**src/rtl/qspi_master_pkg.sv**
```systemverilog
// Shared definitions for the quad-SPI initiator: FSM state encoding and nibble-order helpers.
package qspi_master_pkg;

    typedef enum logic [2:0] {
        ST_IDLE  = 3'd0,
        ST_SETUP = 3'd1,
        ST_TURN  = 3'd2,
        ST_SHIFT = 3'd3,
        ST_NEXT  = 3'd4,
        ST_HOLD  = 3'd5,
        ST_DESEL = 3'd6
    } qspi_state_e;

    localparam logic NIBBLE_HI = 1'b1;
    localparam logic NIBBLE_LO = 1'b0;

    function automatic logic [3:0] nibble_of(input logic [7:0] b, input logic hi);
        return hi ? b[7:4] : b[3:0];
    endfunction

endpackage

```
**src/rtl/qspi_master_clk_div.sv**
```systemverilog
// Half-period counter: tick_o marks the last system cycle of each QCK half-period.
module qspi_master_clk_div #(
    parameter int CLK_DIV = 2
) (
    input  logic clk_i,
    input  logic rst_i,
    input  logic restart_i,
    output logic tick_o
);

    localparam int CNT_W = (CLK_DIV > 1) ? $clog2(CLK_DIV) : 1;
    localparam logic [CNT_W-1:0] CNT_MAX = CNT_W'(CLK_DIV - 1);

    logic [CNT_W-1:0] cnt_q, cnt_d;

    assign tick_o = (cnt_q == CNT_MAX);

    always_comb begin
        cnt_d = cnt_q + 1'b1;
        if (restart_i || tick_o) cnt_d = '0;
    end

    always_ff @(posedge clk_i) begin
        if (rst_i) cnt_q <= '0;
        else       cnt_q <= cnt_d;
    end

endmodule

```
**src/rtl/qspi_master.sv**
```systemverilog
// Quad-SPI initiator: byte command stream in, mode-0 QSS/QCK/QD sequencing out, read bytes back.
// Handshake: a command is taken on any cycle where io_cmd_valid && io_cmd_ready; io_rsp_valid is a one-cycle pulse.
module qspi_master
    import qspi_master_pkg::*;
#(
    parameter int CLK_DIV     = 2,
    parameter int TURN_CYCLES = 2
) (
    input  logic       io_mainClk,
    input  logic       io_reset,
    input  logic       io_cmd_valid,
    output logic       io_cmd_ready,
    input  logic       io_cmd_write,
    input  logic [7:0] io_cmd_data,
    input  logic       io_cmd_last,
    output logic       io_rsp_valid,
    output logic [7:0] io_rsp_data,
    output logic       io_busy,
    output logic       io_qspi_qss,
    output logic       io_qspi_qck,
    input  logic [3:0] io_qspi_qd_read,
    output logic [3:0] io_qspi_qd_write,
    output logic [3:0] io_qspi_qd_writeEnable,
    output logic [2:0] io_dbg_state
);

    localparam bit         HAS_TURN  = (TURN_CYCLES > 0);
    localparam logic [4:0] TURN_LAST = 5'(2 * TURN_CYCLES - 1);

    qspi_state_e state_q;
    logic       wr_q, last_q, prev_wr_q;
    logic [7:0] data_q;
    logic [3:0] rx_hi_q;
    logic [1:0] phase_q;
    logic [4:0] turn_cnt_q;
    logic       qss_q, qck_q, oe_q;
    logic [3:0] qd_q;
    logic       rsp_valid_q;
    logic [7:0] rsp_data_q;

    logic tick, waiting, accept, need_turn;

    assign waiting   = (state_q == ST_IDLE) || (state_q == ST_NEXT);
    assign accept    = io_cmd_valid && io_cmd_ready;
    // Turnaround only when the bus direction flips from driven to sampled inside one select.
    assign need_turn = HAS_TURN && prev_wr_q && !wr_q;

    qspi_master_clk_div #(.CLK_DIV(CLK_DIV)) u_clk_div (
        .clk_i     (io_mainClk),
        .rst_i     (io_reset),
        .restart_i (waiting),
        .tick_o    (tick)
    );

    always_ff @(posedge io_mainClk) begin
        if (io_reset) begin
            state_q     <= ST_IDLE;
            wr_q        <= 1'b0;
            last_q      <= 1'b0;
            prev_wr_q   <= 1'b0;
            data_q      <= '0;
            rx_hi_q     <= '0;
            phase_q     <= '0;
            turn_cnt_q  <= '0;
            qss_q       <= 1'b1;
            qck_q       <= 1'b0;
            oe_q        <= 1'b0;
            qd_q        <= '0;
            rsp_valid_q <= 1'b0;
            rsp_data_q  <= '0;
        end else begin
            rsp_valid_q <= 1'b0;
            case (state_q)
                ST_IDLE, ST_NEXT: begin
                    if (accept) begin
                        wr_q    <= io_cmd_write;
                        data_q  <= io_cmd_data;
                        last_q  <= io_cmd_last;
                        qss_q   <= 1'b0;
                        qck_q   <= 1'b0;
                        oe_q    <= io_cmd_write;
                        if (io_cmd_write) qd_q <= nibble_of(io_cmd_data, NIBBLE_HI);
                        state_q <= ST_SETUP;
                    end
                end
                ST_SETUP: begin
                    if (tick) begin
                        phase_q    <= '0;
                        turn_cnt_q <= '0;
                        state_q    <= need_turn ? ST_TURN : ST_SHIFT;
                    end
                end
                ST_TURN: begin
                    if (tick) begin
                        qck_q <= ~qck_q;
                        if (turn_cnt_q == TURN_LAST) state_q <= ST_SHIFT;
                        else                         turn_cnt_q <= turn_cnt_q + 5'd1;
                    end
                end
                ST_SHIFT: begin
                    if (tick) begin
                        phase_q <= phase_q + 2'd1;
                        case (phase_q)
                            2'd0: qck_q <= 1'b1;
                            2'd1: begin
                                qck_q <= 1'b0;
                                if (wr_q) qd_q    <= nibble_of(data_q, NIBBLE_LO);
                                else      rx_hi_q <= io_qspi_qd_read;
                            end
                            2'd2: qck_q <= 1'b1;
                            default: begin
                                qck_q     <= 1'b0;
                                prev_wr_q <= wr_q;
                                if (!wr_q) begin
                                    rsp_valid_q <= 1'b1;
                                    rsp_data_q  <= {rx_hi_q, io_qspi_qd_read};
                                end
                                if (last_q) begin
                                    oe_q    <= 1'b0;
                                    state_q <= ST_HOLD;
                                end else begin
                                    state_q <= ST_NEXT;
                                end
                            end
                        endcase
                    end
                end
                ST_HOLD: begin
                    if (tick) begin
                        qss_q     <= 1'b1;
                        prev_wr_q <= 1'b0;
                        state_q   <= ST_DESEL;
                    end
                end
                ST_DESEL: begin
                    if (tick) state_q <= ST_IDLE;
                end
                default: state_q <= ST_IDLE;
            endcase
        end
    end

    assign io_cmd_ready           = waiting && !io_reset;
    assign io_busy                = (state_q != ST_IDLE);
    assign io_rsp_valid           = rsp_valid_q;
    assign io_rsp_data            = rsp_data_q;
    assign io_qspi_qss            = qss_q;
    assign io_qspi_qck            = qck_q;
    assign io_qspi_qd_write       = qd_q;
    assign io_qspi_qd_writeEnable = {4{oe_q}};
    assign io_dbg_state           = state_q;

endmodule

```
**config.mk**
```make
export PLATFORM = sky130hd
export DESIGN_NAME = qspi_master
export DESIGN_NICKNAME = d
export VERILOG_FILES = /design/src/rtl/qspi_master_pkg.sv /design/src/rtl/qspi_master_clk_div.sv /design/src/rtl/qspi_master.sv
export SDC_FILE = /design/constraint.sdc
export NUM_CORES = 1
export LEC_CHECK = 0
export CELL_PAD_IN_SITES_DETAIL_PLACEMENT = 1
export CELL_PAD_IN_SITES_GLOBAL_PLACEMENT = 2
export CORE_AREA = 2 2 73 75
export DETAILED_ROUTE_END_ITERATION = 7
export DIE_AREA = 0 0 75 77
export DONT_BUFFER_PORTS = 1
export PLACE_DENSITY_LB_ADDON = 0.15
export SLEW_MARGIN = 20
export SYNTH_ARGS = -nofsm -noshare
export SYNTH_HDL_FRONTEND = slang
export SYNTH_SLANG_ARGS = --single-unit
```
**constraint.sdc**
```tcl
create_clock -name io_mainClk -period 2.33 [get_ports io_mainClk]
set_clock_uncertainty 0.1 [all_clocks]
set_input_delay 0.466 -clock io_mainClk [delete_from_list [all_inputs] [get_ports io_mainClk]]
set_output_delay 0.466 -clock io_mainClk [all_outputs]
set_load 0.1 [all_outputs]
```
==> out/results.ini <==
[run_status]
outcome = complete, no violations

[critical_path]
timing.rr.end = io_dbg_state[0]
endpoint_kind = output port
start_kind = flip-flop
r2r_cells = 5
critical_path_class = reg2out
rrSetupSlack_ns = 0.55
cp-startpoint = io_dbg_state[1]
worst_path_largest_cell_delay_ns = 0.54
required_ns = 1.76
endpoint = io_cmd_ready
r2r-start = turn_cnt_q[0]
worstPathCellList = buf_4, nor3_4, buf_4
crit_buf_inv = 2
critPathMaxFanout = 15
worstPathArrival_ns = 1.52
critical-path-top-delay-family = buffers and inverters
slowest_stage = dfxtp_2
cp.depth = 3
timing.critical_path.mode_cell = buf_4

[die]
dieHeight_um = 77
initial_core_util_pct = 36.1
fp.dieW_um = 75
rows = 26
core_area_um2 = 4980
dieArea_um2 = 5780
ios = 41

[clock_tree]
clk_pin_slew_ns = 0.08
cts_tree = done
clock_latency_ns = 0.30
cts_hold_buffers = 0
cts_root_buffer = clkbuf_8
h-tree-depth = 2
cts_resized = 0
cts_setup_buffers = 0
cts_buffer_depth = 2
clock-sinks = 38
numCtsBuffers = 5

[placement]
gp_congestion = 0.776
placed_area_um2 = 2010
dp_hpwl_um = 3090
io_buffer_count = 0

[layout]
layout-drive-gt1-share_pct = 20.9
fin_util_pct = 42.6
final_area_um2 = 2120
area_delta_synth_final_pct = 17.9
layout.nets = 232
antenna_cells = 0

[grt]
grt_use_met2_pct = 26.0
antenna_found_initial = 0
grt_max_degree = 38
grt_use_met3_pct = 6.18
gr-total-overflow = 0
grt_pass1_vias = 1533
use_met1_pct = 20.5
grt_pass1_wl_um = 7210
grt.busiest_layer = met2
grtUsageTotal_pct = 16.5

[timing]
drv_slew = 0
setup_viol_count_final = 0
rsz0062_at_grt = false
worstMarginPinSlew_ns = 0.454
slew_headroom_pct = 69.8
fin_crit_sh_pct = 89.5
finalWorstPathRequiredPeriod_ns = 2.09
hold_viol = 0
fmax_mhz = 480
whs_ns = 0.125
finalSetupTns_ns = 0

[power_and_ir_drop]
power_leakage_nw = 0.844
pwr_density_cell_nw_per_um2 = 697
ir_worst_vdd_mv = 0.351
finalPower_mw = 1.48

[synthesis]
ys_top_cells_by_area = dfxtp_1 (42%), mux2i_1 (10%), nor2_1 (5.8%)
synth_xor_area_share_pct = 2.44
synth-seq-cells = 38
synthesis.area_um2 = 1800
synth_fa_ha_area_share_pct = 3.48
yosysWarnings = 0
synth_area_per_cell_um2 = 9.27
ys_seq_area_share_pct = 42.3
yosysTopAreaCell = dfxtp_1
synth_top_family_by_area = simple AND/OR/NAND/NOR gates
syn_nets = 216
synth-compound-area-share_pct = 13.0
syn_inst = 194
yosysUniqueCellTypes = 39
synthMuxAreaShare_pct = 10.0
synth_simple_gate_area_share_pct = 22.5
synth_top_area_share_pct = 42.3

[routing]
wl_per_cell_um = 15.1
first_pass_iters = 3
drtIter0Drc = 88
routed_wl_um = 4240
avgViaCountPerCell = 4.96
drcViolationCount = 0
drtAntennaViolNets = 0
dr_total_vias = 1395

[worst_hold_path]
hold_path.class = in2reg

[job]
maxCapViolations = 0

## final cells by class
type                    count  area (um2)
well taps                  70        87.6
inverters                   5        18.8
fillers                   583        2860
clock inverters             3        40.0
flip-flops and latches     38         768
repair buffers             23         198
multi-input cells         137         938
clock buffers               5        68.8
## where the power goes
group | leakage (nW) | switching, mW | internal [mW]
combinational | 0.476 | 0.164 | 0.0577
sequential | 0.310 | 0.0303 | 0.669
clock | 0.0579 | 0.240 | 0.315
## placed cells by master (no fill, tap or decap), drive strengths merged
cell and instances:
a211oi 5, a21o 1, a21oi 9, a221o 1, a221oi 1, a32oi 1
a41o 1, and2b 1, buf 23, bufinv 1, clkbuf 5, clkinv 2
dfxtp 38, ha 5, inv 5, mux2i 18, nand2 18, nand2b 6
nand3 2, nand3b 1, nand4 2, nand4b 1, nor2 28, nor2b 5
nor3 5, nor3b 3, nor4b 1, o211ai 1, o21ai 11, o21bai 1
o22a 1, o2bb2ai 1, o31ai 1, or4b 1, xnor2 3, xor2 2
## worst min path at each step
stage	from	end	slack (ns)	cells after the start
CTS	io_reset	io_dbg_state[2]	0.12	1
global route	io_reset	io_dbg_state[2]	0.11	1
floorplan	data_q[0]	data_q[0]	0.35	2
finish	io_reset	io_dbg_state[2]	0.13	1
detailed placement	data_q[2]	data_q[2]	0.38	2
global placement	data_q[0]	data_q[0]	0.36	2
## through the flow
stage          setup WS (ns)  instances
2_1_floorplan        -0.0274        194
3_3_place_gp           0.587        273
3_5_place_dp           0.537        273
4_1_cts                0.236        281
5_1_grt                0.184        281
6_report               0.245        281
## kinds of logic (layout without fill, tap and decap cells)
kind of cell / count (synthesis) / count (layout)
DFF: 38 / 38
AOI/OAI and AO/OA: 35 / 35
muxes: 18 / 18
and+or+nand+nor: 74 / 74
adders and majority gates: 5 / 5
xor gates and xnor gates: 5 / 5
buffers and inverters: 19 / 36
## registers in the layout, summed over array words and instances (netlist names)
register,count
io_rsp_valid,1
prev_wr_q,1
wr_q,1
oe_q,1
phase_q,2
u_clk_div.tick_o,1
io_qspi_qd_write,4
io_qspi_qss,1
last_q,1
rx_hi_q,4
turn_cnt_q,5
io_dbg_state,3
io_qspi_qck,1
io_rsp_data,8
data_q,4
## synth_stat cells
| master | n |
|---|---|
| a221oi_1 | 1 |
| nand3_1 | 2 |
| or4b_4 | 1 |
| and2b_1 | 1 |
| nand4_1 | 2 |
| mux2i_1 | 18 |
| nor3_1 | 5 |
| o31ai_1 | 1 |
| a21oi_1 | 9 |
| nor3b_2 | 1 |
| a32oi_1 | 1 |
| xor2_1 | 2 |
| a21o_1 | 1 |
| xnor2_1 | 3 |
| dfxtp_1 | 38 |
| inv_1 | 5 |
| buf_2 | 3 |
| nand3b_1 | 1 |
| o211ai_2 | 1 |
| buf_6 | 3 |
| a41o_1 | 1 |
| o21bai_1 | 1 |
| a221o_1 | 1 |
| a211oi_1 | 5 |
| o2bb2ai_2 | 1 |
| nor2_1 | 28 |
| nand2_1 | 18 |
| nand4b_4 | 1 |
| o21ai_0 | 11 |
| nor3b_4 | 1 |
| nand2b_1 | 6 |
| nor4b_4 | 1 |
| ha_1 | 5 |
| buf_4 | 4 |
| o22a_1 | 1 |
| buf_1 | 1 |
| nor2b_1 | 5 |
| clkbuf_1 | 3 |
| nor3b_1 | 1 |
## layer usage
layer | vias up | part of all wire [%]
li1 | 690 | -
met1 | 671 | 44
met2 | 28 | 50
met3 | 6 | 5.1
met4 | 0 | 1.3
met5 | - | 0
No activity file was read; power rests on OpenSTA's default activity.
